### src/rtl/alu_pkg.sv
// rtl/alu_pkg.sv - shared constants, OP encodings and FSM state type for the ALU share controller
package alu_pkg;

    localparam int DATA_W = 16;
    localparam int OP_W   = 7;

    localparam logic [OP_W-1:0] OP_ADD = 7'b000_0001;
    localparam logic [OP_W-1:0] OP_INC = 7'b000_0100;
    localparam logic [OP_W-1:0] OP_DEC = 7'b001_0000;

    localparam int CCR_C = 2;
    localparam int CCR_N = 1;
    localparam int CCR_Z = 0;

    typedef enum logic [1:0] {
        IDLE = 2'd0,
        EXEC = 2'd1,
        RESP = 2'd2
    } state_t;

endpackage

### src/rtl/alu_share_arb.sv
// rtl/alu_share_arb.sv - 2-way round-robin grant; ALU_SHARE_FIXED_PRIO_EN selects strict port-0 priority
module alu_share_arb (
    input  logic       clk,
    input  logic       rst_n,
    input  logic [1:0] req,
    input  logic       upd,
    output logic [1:0] gnt
);

`ifdef ALU_SHARE_FIXED_PRIO_EN
    logic unused_ok;
    assign unused_ok = clk ^ rst_n ^ upd;

    always_comb begin
        gnt    = 2'b00;
        gnt[0] = req[0];
        gnt[1] = req[1] && !req[0];
    end
`else
    // rr_last resets to 1 so port 0 wins the first contested cycle
    logic rr_last;

    always_ff @(posedge clk) begin
        if (!rst_n) begin
            rr_last <= 1'b1;
        end else if (upd) begin
            rr_last <= gnt[1];
        end
    end

    always_comb begin
        gnt    = 2'b00;
        gnt[0] = req[0] && (!req[1] || rr_last);
        gnt[1] = req[1] && (!req[0] || !rr_last);
    end
`endif

endmodule

### src/rtl/alu_share_ctrl.sv
// rtl/alu_share_ctrl.sv - shares one ALU between execute (port 0) and stack/irq (port 1); see ALU_SHARE_FIXED_PRIO_EN in alu_share_arb
module alu_share_ctrl
    import alu_pkg::*;
#(
    parameter int DATA_W = alu_pkg::DATA_W,
    parameter int OP_W   = alu_pkg::OP_W
) (
    input  logic              clk,
    input  logic              rst_n,
    input  logic              r0_valid,
    output logic              r0_ready,
    input  logic [DATA_W-1:0] r0_a,
    input  logic [DATA_W-1:0] r0_b,
    input  logic [OP_W-1:0]   r0_op,
    input  logic              r0_setf,
    input  logic              r1_valid,
    output logic              r1_ready,
    input  logic [DATA_W-1:0] r1_a,
    input  logic [DATA_W-1:0] r1_b,
    input  logic [OP_W-1:0]   r1_op,
    input  logic              r1_setf,
    output logic [1:0]        rsp_valid,
    input  logic [1:0]        rsp_ready,
    output logic [DATA_W-1:0] rsp_data,
    output logic              rsp_cf,
    output logic              rsp_nf,
    output logic              rsp_zf,
    output logic              rsp_err,
    output logic [DATA_W-1:0] alu_a,
    output logic [DATA_W-1:0] alu_b,
    output logic [OP_W-1:0]   alu_op,
    output logic              alu_en,
    input  logic [DATA_W-1:0] alu_result,
    input  logic              alu_cf,
    input  logic              alu_nf,
    input  logic              alu_zf,
    output logic [2:0]        ccr
);

    state_t              state_q, state_d;
    logic [DATA_W-1:0]   a_q, b_q;
    logic [OP_W-1:0]     op_q;
    logic                setf_q, owner_q;
    logic [1:0]          gnt;
    logic                arb_en, accept, op_ok, err;

    // One-hot test: nonzero and clearing the lowest set bit leaves nothing
    assign op_ok = (op_q != '0) && ((op_q & (op_q - OP_W'(1))) == '0);

    assign arb_en = (state_q == IDLE) || ((state_q == RESP) && rsp_ready[owner_q]);

    alu_share_arb u_arb (
        .clk   (clk),
        .rst_n (rst_n),
        .req   ({r1_valid, r0_valid}),
        .upd   (accept),
        .gnt   (gnt)
    );

    always_ff @(posedge clk) begin
        if (!rst_n) begin
            state_q <= IDLE;
        end else begin
            state_q <= state_d;
        end
    end

    always_comb begin
        state_d = state_q;
        case (state_q)
            IDLE:    state_d = accept ? EXEC : IDLE;
            EXEC:    state_d = RESP;
            RESP:    if (rsp_ready[owner_q]) state_d = accept ? EXEC : IDLE;
            default: state_d = IDLE;
        endcase
    end

    always_comb begin
        r0_ready  = arb_en && gnt[0];
        r1_ready  = arb_en && gnt[1];
        accept    = r0_ready || r1_ready;
        rsp_valid = (state_q == RESP) ? {owner_q, !owner_q} : 2'b00;
        alu_en    = (state_q == EXEC) && op_ok;
        err       = (state_q == EXEC) && !op_ok;
    end

    assign alu_a  = a_q;
    assign alu_b  = b_q;
    assign alu_op = op_q;

    always_ff @(posedge clk) begin
        if (!rst_n) begin
            a_q      <= '0;
            b_q      <= '0;
            op_q     <= '0;
            setf_q   <= 1'b0;
            owner_q  <= 1'b0;
            rsp_data <= '0;
            rsp_cf   <= 1'b0;
            rsp_nf   <= 1'b0;
            rsp_zf   <= 1'b0;
            rsp_err  <= 1'b0;
            ccr      <= 3'b000;
        end else begin
            if (accept) begin
                a_q     <= r1_ready ? r1_a    : r0_a;
                b_q     <= r1_ready ? r1_b    : r0_b;
                op_q    <= r1_ready ? r1_op   : r0_op;
                setf_q  <= r1_ready ? r1_setf : r0_setf;
                owner_q <= r1_ready;
            end
            if (state_q == EXEC) begin
                rsp_data <= err ? '0 : alu_result;
                rsp_cf   <= alu_cf && !err;
                rsp_nf   <= alu_nf && !err;
                rsp_zf   <= alu_zf && !err;
                rsp_err  <= err;
                if (setf_q && !err) begin
                    ccr[CCR_C] <= alu_cf;
                    ccr[CCR_N] <= alu_nf;
                    ccr[CCR_Z] <= alu_zf;
                end
            end
        end
    end

endmodule

### config.mk
export PLATFORM = sky130hd
export DESIGN_NAME = alu_share_ctrl
export DESIGN_NICKNAME = d
export VERILOG_FILES = /design/src/rtl/alu_pkg.sv /design/src/rtl/alu_share_arb.sv /design/src/rtl/alu_share_ctrl.sv
export SDC_FILE = /design/constraint.sdc
export NUM_CORES = 1
export LEC_CHECK = 0
export ABC_AREA = 1
export CORE_UTILIZATION = 37
export CTS_CLUSTER_SIZE = 40
export DETAILED_ROUTE_END_ITERATION = 10
export GPL_TIMING_DRIVEN = 0
export PLACE_DENSITY = 0.76
export SKIP_LAST_GASP = 1
export SYNTH_ARGS = -nofsm -noshare
export SYNTH_HDL_FRONTEND = slang
export SYNTH_HIERARCHICAL = 1
export SYNTH_SLANG_ARGS = --single-unit
### constraint.sdc
create_clock -name clk -period 1.5 [get_ports clk]
set_input_delay 0.3 -clock clk [delete_from_list [all_inputs] [get_ports clk]]
set_output_delay 0.3 -clock clk [all_outputs]
set_load 0.01 [all_outputs]
---- Yosys cells after proc, flatten, opt, wreduce, memory -nomap -nowiden ----
Index checks and enable logic that the tools add are counted.
Widths: inputs -> output; s select.
storage, ports and cells
  flip-flop bits (word level) ............. 67
  output and inout port bits .............. 67
  input bits .............................. 105
cells by class
  muxes and demuxes ....................... 11
  reductions and logical operators ........ 26
  bitwise gates (word level) .............. 1
  eq/ne operators ......................... 3
  order comparisons ....................... 1
  add/subtract/negate cells ............... 1
operators with widths
  kind                 number
  $mux 16              3
  $logic_and 1x1->1    12
  $and 7x7->7          1
  $logic_not 7->1      1
  $mux 7               1
  $reduce_bool 7->1    1
  $sub 7x1->7 const B  1
  $logic_not 1->1      6
  $pmux 2 s3           1
  $logic_or 1x1->1     4
  $mux 1               4
  $mux 2               2
  $eq 2x1->1 const B   1
  $eq 2x2->1 const B   1
  $logic_not 2->1      1
  $lt 1x2->1 const B   1
  $ne 2x2->1 const B   1
  $reduce_and 2->1     1

---- Longest topological paths before layout ----
Gate-level depths: netlist of the first run.
  depth after elaboration ................. 9
  mapped depth ............................ 9
  mapped depth without buffers ............ 9

---- Hierarchy ----
Netlist of the first run, hierarchy kept.
by module, submodules not included
  module          cells each  times used  area each (µm²)  seq. area each (µm²)
  alu_share_ctrl  504         1           3362.0           1321.3
  alu_share_arb   10          1           62.6             20.0

---- Worst setup path before layout of the first run ----
OpenSTA, ideal clock, no wires.
  path type ............................... reg2reg
  start ................................... register u_arb.rr_last
  end ..................................... register u_arb.rr_last
  cell stages (with the launch flop) ...... 10
  data required time ...................... 1.383 ns
  data arrival time ....................... 1.266 ns
  setup slack ............................. 0.118 ns
  clock period less this slack ............ 1.382 ns
  cells stage by stage .................... dfxtp_1 -> nand2_1 -> and2_1 -> clkbuf_1 -> nand3_4 -> nand2_2 -> buf_2 -> inv_1 -> a21oi_1 -> nand2_1
on the way
  longest elaborated chain between the ends .. 5
ends and longest elaborated chain
  item                    line                  RTL
  start, declared         alu_share_arb.sv:21   logic rr_last;
  start signal, assigned  alu_share_arb.sv:27   rr_last <= gnt[1];
  $logic_not 1->1         alu_share_arb.sv:34   gnt[1] = req[1] && (!req[0] || !rr_last);
  $logic_or 1x1->1        alu_share_arb.sv:34
  $logic_and 1x1->1       alu_share_arb.sv:34
  named net gnt[1]        alu_share_ctrl.sv:44  logic [1:0] gnt;
  $logic_and 1x1->1       alu_share_ctrl.sv:80  r1_ready = arb_en && gnt[1];
  $logic_or 1x1->1        alu_share_ctrl.sv:81  accept = r0_ready || r1_ready;
  named net accept        alu_share_ctrl.sv:45  logic arb_en, accept, op_ok, err;
The timed path passes the listed nets, and every way through them passes these cells.
A chain may end at the register's enable or synchronous reset.

---- Worst setup path after layout of the first run ----
  start ................................... register op_q[1], in the netlist alu_op[1]
  end ..................................... output alu_en
on the way
  longest elaborated chain between the ends .. 5
ends and longest elaborated chain
  item                    line                   RTL
  start, declared         alu_share_ctrl.sv:42   logic [OP_W-1:0] op_q;
  start signal, assigned  alu_share_ctrl.sv:108  op_q <= r1_ready ? r1_op : r0_op;
  $sub 7x1->7             alu_share_ctrl.sv:48   assign op_ok = (op_q != '0) && ((op_q & (op_q - OP_W'(1))) == '0);
  $and 7x7->7             alu_share_ctrl.sv:48
  $logic_not 7->1         alu_share_ctrl.sv:48
  $logic_and 1x1->1 (*)   alu_share_ctrl.sv:48
  $logic_and 1x1->1 (*)   alu_share_ctrl.sv:83   alu_en = (state_q == EXEC) && op_ok;
  end, declared           alu_share_ctrl.sv:32   output logic alu_en,
Mark *: on every way between the ends. The rest lies on a longest branch, timed or not.

==> results list, run 1 <==
* Port Buffer Count: 171
* Ratio of cells with drive above 1 in the final layout: 0.2486
* Worst reg2reg path endpoint: alu_a[15]
* Kind of cell with the highest combined delay on the critical path: simple AND/OR/NAND/NOR gates
- Signed area change from the synthesized netlist to the final layout: 81.55%
- Mapped Nets: 619
- Sum of buffers and inverters on the critical path: 2
- Max_cap viols: 0
* Result of the run: finished with violations
- Of the post-synthesis cell area, the dominant cell type holds 0.3917.
* Number of H-tree levels: 3
- For this run, the slowest stage of the critical path takes 0.36 ns.
- The total area inside the core boundary comes to 8848 sq um.
- The largest total area in the synthesized netlist belongs to dfxtp_1.
- At the worst endpoint, the required time is 1.20 ns.
- In the post-route analysis, the smallest setup slack over all paths is -0.1738 ns.
- The first global-routing pass estimated 17760 microns of wire.
* Number of buffers added to fix hold violations after cts: 0
* Synthesized area per cell: 6.663 sq um
- The clock arrives with 0.008866 ns of skew.
- TritonCTS clock tree: yes
* Hold crit path type: in -> reg
- Summing every instance area after synthesis gives 3425 sq um.
- STA puts the critical path data arrival time at 1.37 ns.
* Count of inserted antenna diode cells: 0
- Master cell of the clock root buffer: clkbuf_8
* Unrepaired setup endpoints after global routing: true
- After legalization and detailed placement, the total HPWL measured 8025 microns.
- The number of max-slew violations in the final report came to 0.
- Nature of the critical path endpoint: output pin
- Final core occ: 0.7026
* Effective utilization at floorplan: 0.3870
- Once placement completed, the tool counted placed cells totaling 793.
* Largest cells by area after synthesis: dfxtp_1 39%, nand2_1 14%, inv_1 10%
- Crit path max fanout: 4
* Period utilisation layout: 1.116
* Failing checks: design-rule violations, negative setup slack
- The die covers 9644 sq um.
* Count of flip-flops with a built-in enable after synthesis: 0
- Share of cell area taken by muxes after synthesis: 0
* DRC violations left: 12
- Clock latency at the later pin of the worst-skew pair: 0.34 ns
* Pin count of the biggest net entering global routing: 12
- Of the total synthesized cell area, the portion taken by AND, OR, NAND and NOR gates is 0.3409.
* Number of nets in the layout: 824
* VDD IR-drop max: 0.0004439 V
* Ordered cell list for the critical path: nor2_4, nand3b_1, nand2_1, nand2_2, nor2_4, buf_8, buf_6
* Share of synthesized cell area in full adder, half adder and majority cells: 0
* Compound-cell area share of the yosys netlist: 0.1089
* Filler Cell Count: 739
- Initial antenna violation count: 0
- The total overflow left after global routing is 0.
- PwrDens: 978.8 nW/um^2
* Clock period minus final worst setup slack: 1.674 ns
- Along the worst hold path, the cell count comes to 3.
* Total CTS buffers: 9
- The die is 98.21 microns wide.
- Count of standard-cell rows: 34
- The share of the Yosys chip area taken by registers is 0.3917.
- Flip-flop cell with the highest count after synthesis: dfxtp_1
- For hold timing, the worst endpoint is u_arb/rr_last.
* Endpoints failing hold: 0
- Across all hold checks on the routed design, the worst slack comes to 0.3982 ns.
- At the pin with the least slew margin, the transition time is 0.7095 ns.
- Top cell by count, worst path: nor2_4
- In this run the most critical hold path is launched from r1_valid.
- Global-route total usage across every layer: 0.2281
- Clock-pin slew was measured on the worst setup and hold paths at 0.08 ns.
- Count of synthesis-stage warnings from yosys: 6
- The detail route stage leaves a number of antenna-violating nets equal to 0.
- Cell count after synthesis: 514
- Worst-case register-to-register setup slack: -0.08 ns
- R2R Path Start: owner_q
* Detailed-route via count: 4125
* Synthesis-stage register bit count: 67
- Headroom to the max-slew limit: 0.5270
- By count the netlist is led by 132 x nand2_1, 92 x inv_1, 67 x dfxtp_1.
* Via count of the first global-routing pass: 3779
- Final wirelength: 11880 microns
- In this run the static leakage power is 3.102 nW.
- Before antenna repair, the detailed router went through 7 iterations.
- Routability cong.: 0.8129
- FFs w/ async S/R, synth: 0
- Clock Tree Buf Depth: 2
- In this run the worst setup path begins at alu_op[1].
- In this run the vertical extent of the chip is 98.21 microns.
* Number of failing setup endpoints in the final timing report: 30
- Maximum operating frequency: 597.5 MHz
- Worst setup path category: reg -> out
- The most common cell in the synthesized netlist is nand2_1.
* Starting DRC count in detailed routing: 119
* Mean number of vias per cell: 4.958
- Main combinational cell family by area after synthesis: simple AND/OR/NAND/NOR gates
- Finished Layout Cells: 832
- IO Count: 172
- For the worst flop-to-flop path, the logic depth is 9.
- CTS sink count: 67
- Standard cell with the maximum stage delay on the critical path: dfxtp_4
* Category of the worst setup path launch point: flop
- Distinct cell type count after synthesis: 24
- Of the total synthesized cell area, the portion taken by XOR and XNOR cells is 0.
- In the final routed layout, each cell accounts on average for 14.28 microns.
-- final cells by class --
type / instances / area, sq um / share of cell area
flip-flops and latches: 67 / 1369 / 0.2202
well taps: 108 / 135.1 / 0.02173
repair buffers: 194 / 1927 / 0.3099
plain buffers: 33 / 287.8 / 0.04629
inverters: 97 / 381.6 / 0.06138
clock buffers: 12 / 155.1 / 0.02495
clock inverters: 4 / 72.57 / 0.01167
repair inverters: 1 / 11.26 / 0.001811
multi-input cells: 316 / 1878 / 0.3021
-- power by group --
group	internal, mW	switching [mW]	total (mW)
Clock	1.03	0.704	1.73
Sequential	1.98	0.168	2.14
Combinational	1.12	1.09	2.21
-- placed cells by master, fill, tap and decap left out, drive strengths merged, types with 14 or more instances in the layout --
master | synthesis | final
nand2 | 143 | 144
clkdlybuf4s50 | 0 | 100
inv | 97 | 97
dfxtp | 67 | 67
dlygate4sd2 | 0 | 65
a21oi | 65 | 65
nand3 | 48 | 48
nand4 | 39 | 39
buf | 15 | 38
clkbuf | 20 | 35
nor2 | 14 | 14
-- routing by layer --
metal	vias up	global-route usage	share of wire
met5	-	0	0
met2	155	0.3852	0.50
met4	0	0.07233	0.019
met3	20	0.04152	0.066
met1	1912	0.2948	0.42
li1	2038	-	-
-- logic make-up (layout without fill, tap and decap cells) --
kind of cell,after synthesis,in the layout
AND/OR/NAND/NOR,247,248
buffers and inverters,132,341
AO/OA/AOI/OAI,68,68
flip-flops,67,67
-- tightest hold or removal path, cell delays in order --
cell	delay (ns)
dlygate4sd2_1	0.26
nand3_1	0.09
nand2_1	0.07
-- how the worst max path moves through the flow --
stage | end | depth (start not counted)
after global routing | alu_en | 8
after floorplan | u_arb/rr_last | 9
after CTS | alu_en | 7
after detailed placement | r1_ready | 6
final | alu_en | 7
after global placement | r1_ready | 6
-- timing repair --
item | 4_1_cts | 5_1_grt
setup buffers | 15 | 1
pin swaps | 8 | 26
cloned | 0 | 9
setup endpoints to repair | 110 | 54
resized for setup | 138 | 119
-- flip-flops by register name, indices dropped and copies added (netlist names) --
name / cells
alu_a: 16
rsp_cf: 1
alu_b: 16
rsp_zf: 1
u_arb/rr_last: 1
alu_op: 7
rsp_err: 1
rsp_nf: 1
owner_q: 1
rsp_data: 16
state_q: 2
setf_q: 1
ccr: 3
-- stage by stage --
stage / setup WS [ns] / setup TNS, ns / power, mW / cell area, sq um
final: -0.1738 / -1.254 / 6.085 / 6217
after global routing: -0.2492 / -3.223 / 6.400 / 6217
after CTS: -0.1788 / -0.2550 / 5.590 / 5619
after detailed placement: -0.8026 / -33.09 / 3.865 / 5271
after global placement: -0.7850 / -30.78 / 3.825 / 5271
after floorplan: 0.1176 / 0 / 2.995 / 3425
Note: power is estimated with default switching activity, not from simulation.
==> run 2: changes to the inputs <==
--- a/config.mk
+++ b/config.mk
@@ -6,7 +6,8 @@
 export NUM_CORES = 1
 export LEC_CHECK = 0
 export ABC_AREA = 1
-export CORE_UTILIZATION = 37
+export CORE_UTILIZATION = 36
+export CTS_BUF_LIST = sky130_fd_sc_hd__clkbuf_8
 export CTS_CLUSTER_SIZE = 40
 export DETAILED_ROUTE_END_ITERATION = 10
 export GPL_TIMING_DRIVEN = 0
@@ -14,5 +15,5 @@
 export SKIP_LAST_GASP = 1
 export SYNTH_ARGS = -nofsm -noshare
 export SYNTH_HDL_FRONTEND = slang
-export SYNTH_HIERARCHICAL = 1
 export SYNTH_SLANG_ARGS = --single-unit
+export TNS_END_PERCENT = 5
==> results list, run 2 <==
- Result of the run: finished with violations
- Failing checks: negative setup slack
- Entering global routing, the biggest net connects 12 pins.
* Number of nets still failing antenna checks after routing: 0
* Share of the yosys chip area belonging to registers: 0.4234
- By area the synthesized netlist is led by dfxtp_1 42%, nand2_1 16%, nor2_1 15%.
- Mapped Nets: 605
* Detailed-route via count: 3641
- Detailed-placement wirelength estimate: 7356 microns
- Once layout is complete, the utilization of the core stands at 0.6501.
- For the worst setup path, the data arrival time is 1.40 ns.
* Total CTS buffers: 9
- The library cell used most frequently in the layout, excluding fill and tap cells, is clkdlybuf4s50_1.
* Met2 wire len: 4720 microns
- Period utilisation layout: 1.132
* DRC violations left: 0
- The tool flagged a number of max-cap violations equal to 0.
- Finished Layout Cells: 805
- In the synthesized netlist, the cells that appear most often are 139 x nand2_1, 129 x nor2_1, 67 x dfxtp_1.
- In this run, synthesis inferred 0 flip-flops with an integrated enable.
- Mean number of vias per cell: 4.523
* Endpoints failing hold: 0
* Top cell by count, worst path: buf_6
- Among cell families on the critical path, the largest total delay comes from simple AND/OR/NAND/NOR gates.
* Most frequent cell after synthesis: nand2_1
* Synthesized area per cell: 6.336 sq um
* Post-place instance area: 5001 sq um
- CP Data Required Time: 1.20 ns
- Before CTS, the worst setup slack after placement is -0.9183 ns.
- Die Outline Area: 9180 sq um
- Via count of the first global-routing pass: 3461
- The synthesized design spends more area on one cell type than any other, namely dfxtp_1.
* FFs w/ async S/R, synth: 0
* Nature of the critical path endpoint: output pin
- Number of failing setup endpoints in the final timing report: 62
- Across the VDD grid, the largest voltage drop is 0.0004991 V.
- The clock passes through at most 2 buffers.
- Ordered cell list for the critical path: inv_2, nand2_1, nor2_1, nand3_2, nor2_4, buf_6, buf_6
- Counting both buffers and inverters, the worst setup path holds a total of 3.
* Clock latency at the later pin of the worst-skew pair: 0.33 ns
- Counting flops and latches in the post-synthesis netlist gives 67.
- After the last flow step, the layout net total stands at 800.
- The total area inside the core boundary comes to 8382 sq um.
* IO Count: 172
* Global-route total usage across every layer: 0.2185
* Number of H-tree levels: 3
- The highest metal layer carrying signal wires in the routed design is met4.
* Headroom to the max-slew limit: 0.6608
* Ratio of cells with drive above 1 in the final layout: 0.1100
* Effective utilization at floorplan: 0.3780
* Master cell of the clock root buffer: clkbuf_8
* Final Max Tran Viols: 0
* Routability cong.: 0.7794
- Critical path's largest stage delay: 0.34 ns
- Synthesized area: 3168 sq um
* Post-route worst setup slack: -0.1974 ns
- Worst clock skew on the final layout: 0.007957 ns
- Metal3 WL: 789 microns
* Number of optimization iterations in the first detailed-route pass: 4
- Standard cell with the maximum stage delay on the critical path: dfxtp_2
- Hold crit path type: in -> reg
- Category of the worst setup path launch point: flop
- Count of inserted antenna diode cells: 0
- CTS sink count: 67
* Port Buffer Count: 170
* Cell count after synthesis: 500
* Total design power: 5.440 mW
- After detailed placement, the design holds a cell count of 775.
- Crit path max fanout: 4
* Clk pin slew, worst setup/hold paths: 0.08 ns
- Global routing finished with a remaining overflow of 0.
- Distinct cell type count after synthesis: 20
- PwrDens: 998.4 nW/um^2
* Horizontal die dimension: 95.81 microns
- Flip-flop cell with the highest count after synthesis: dfxtp_1
* Count of standard-cell rows: 33
* Average detailed-routed wire length per instance: 12.20 microns
- Final wirelength: 9822 microns
- Maximum operating frequency: 589.1 MHz
- The worst path in the final design needs a cycle of 1.697 ns, including I/O delays and setup.
- The number of antenna violations at the first check in global routing was 0.
* Commonest cells after routing, fill and taps aside: 162 x clkdlybuf4s50_1, 137 x nand2_1, 126 x nor2_1
* Wire length of the first global-routing pass: 15560 microns
* Signed area change from the synthesized netlist to the final layout: 72.00%
- Unrepaired setup endpoints after global routing: true
- Starting DRC count in detailed routing: 90
- Slew at the pin with the worst max-slew slack: 0.5088 ns
* Yosys top cell area share: 0.4234
- During synthesis, Yosys emitted a total of 0 warnings.
- TritonCTS clock tree: yes
- Vertical die dimension: 95.81 microns
* Sum of routed wire segments on met1: 4134 microns
- In this run the static leakage power is 2.541 nW.
- Worst setup path category: reg -> out
* Final instance area: 5449 sq um
-- run 2: layout make-up --
type / instances / area, sq um
fillers: 745 / 2933
repair buffers: 184 / 1815
multi-input cells: 349 / 1496
flip-flops and latches: 67 / 1363
plain buffers: 28 / 214.0
inverters: 56 / 210.2
clock buffers: 10 / 137.6
well taps: 105 / 131.4
clock inverters: 6 / 81.33
-- run 2: tightest hold or removal path, delay by kind of cell --
family	cells	cell delay (ns)
AO/OA/AOI/OAI	1	0.15
AND/OR/NAND/NOR	1	0.05
buffers and inverters	1	0.24
-- run 2: what timing repair did --
item,4_1_cts,5_1_grt
setup buffers,12,2
hold buffers,0,0
setup endpoints to repair,106,120
cloned,0,0
pin swaps,9,4
resized for setup,44,23
-- run 2: power by group --
part / total (mW) / internal, mW / switching (mW)
clock: 1.63 / 0.970 / 0.665
sequential: 2.12 / 1.98 / 0.138
combinational: 1.68 / 0.915 / 0.769
total: 5.44 / 3.87 / 1.57
-- run 2: path summary, 6_finish.rpt --
check | cells after the start | start | slack (ns) | endpoint
hold reg to reg | 1 | state_q[0] | 0.46 | state_q[1]
setup / recovery | 7 | state_q[1] | -0.20 | alu_en
setup reg to reg | 10 | owner_q | -0.12 | alu_b[10]
hold / removal | 3 | rst_n | 0.45 | alu_b[2]
-- run 2: kinds of logic after synthesis --
kind of cell | count (synthesis) | share of synthesized area
buf+inv | 84 | 0.1232
compound gates | 68 | 0.1094
simple gates | 281 | 0.3440
flops | 67 | 0.4234
-- run 2: metal layers --
layer  global-route usage  up-vias
met2               0.4006      128
met5                    0        -
met4              0.08209        0
met3              0.05687       13
met1               0.2402     1600
li1                     -     1900
-- run 2: metrics by stage --
stage	setup TNS, ns	hold slack, ns
floorplan	0	0.4427
global placement	-18.43	0.4507
finish	-2.328	0.4478
global route	-7.960	0.4630
CTS	-4.186	0.4395
detailed placement	-19.06	0.4577
==> run 3: changes to the inputs <==
--- a/config.mk
+++ b/config.mk
@@ -8,7 +8,6 @@
 export ABC_AREA = 1
 export CORE_UTILIZATION = 36
 export CTS_BUF_LIST = sky130_fd_sc_hd__clkbuf_8
-export CTS_CLUSTER_SIZE = 40
 export DETAILED_ROUTE_END_ITERATION = 10
 export GPL_TIMING_DRIVEN = 0
 export PLACE_DENSITY = 0.76
==> results of run 3 <==
Final layout, timing and power as in run 2 (identical DEF).
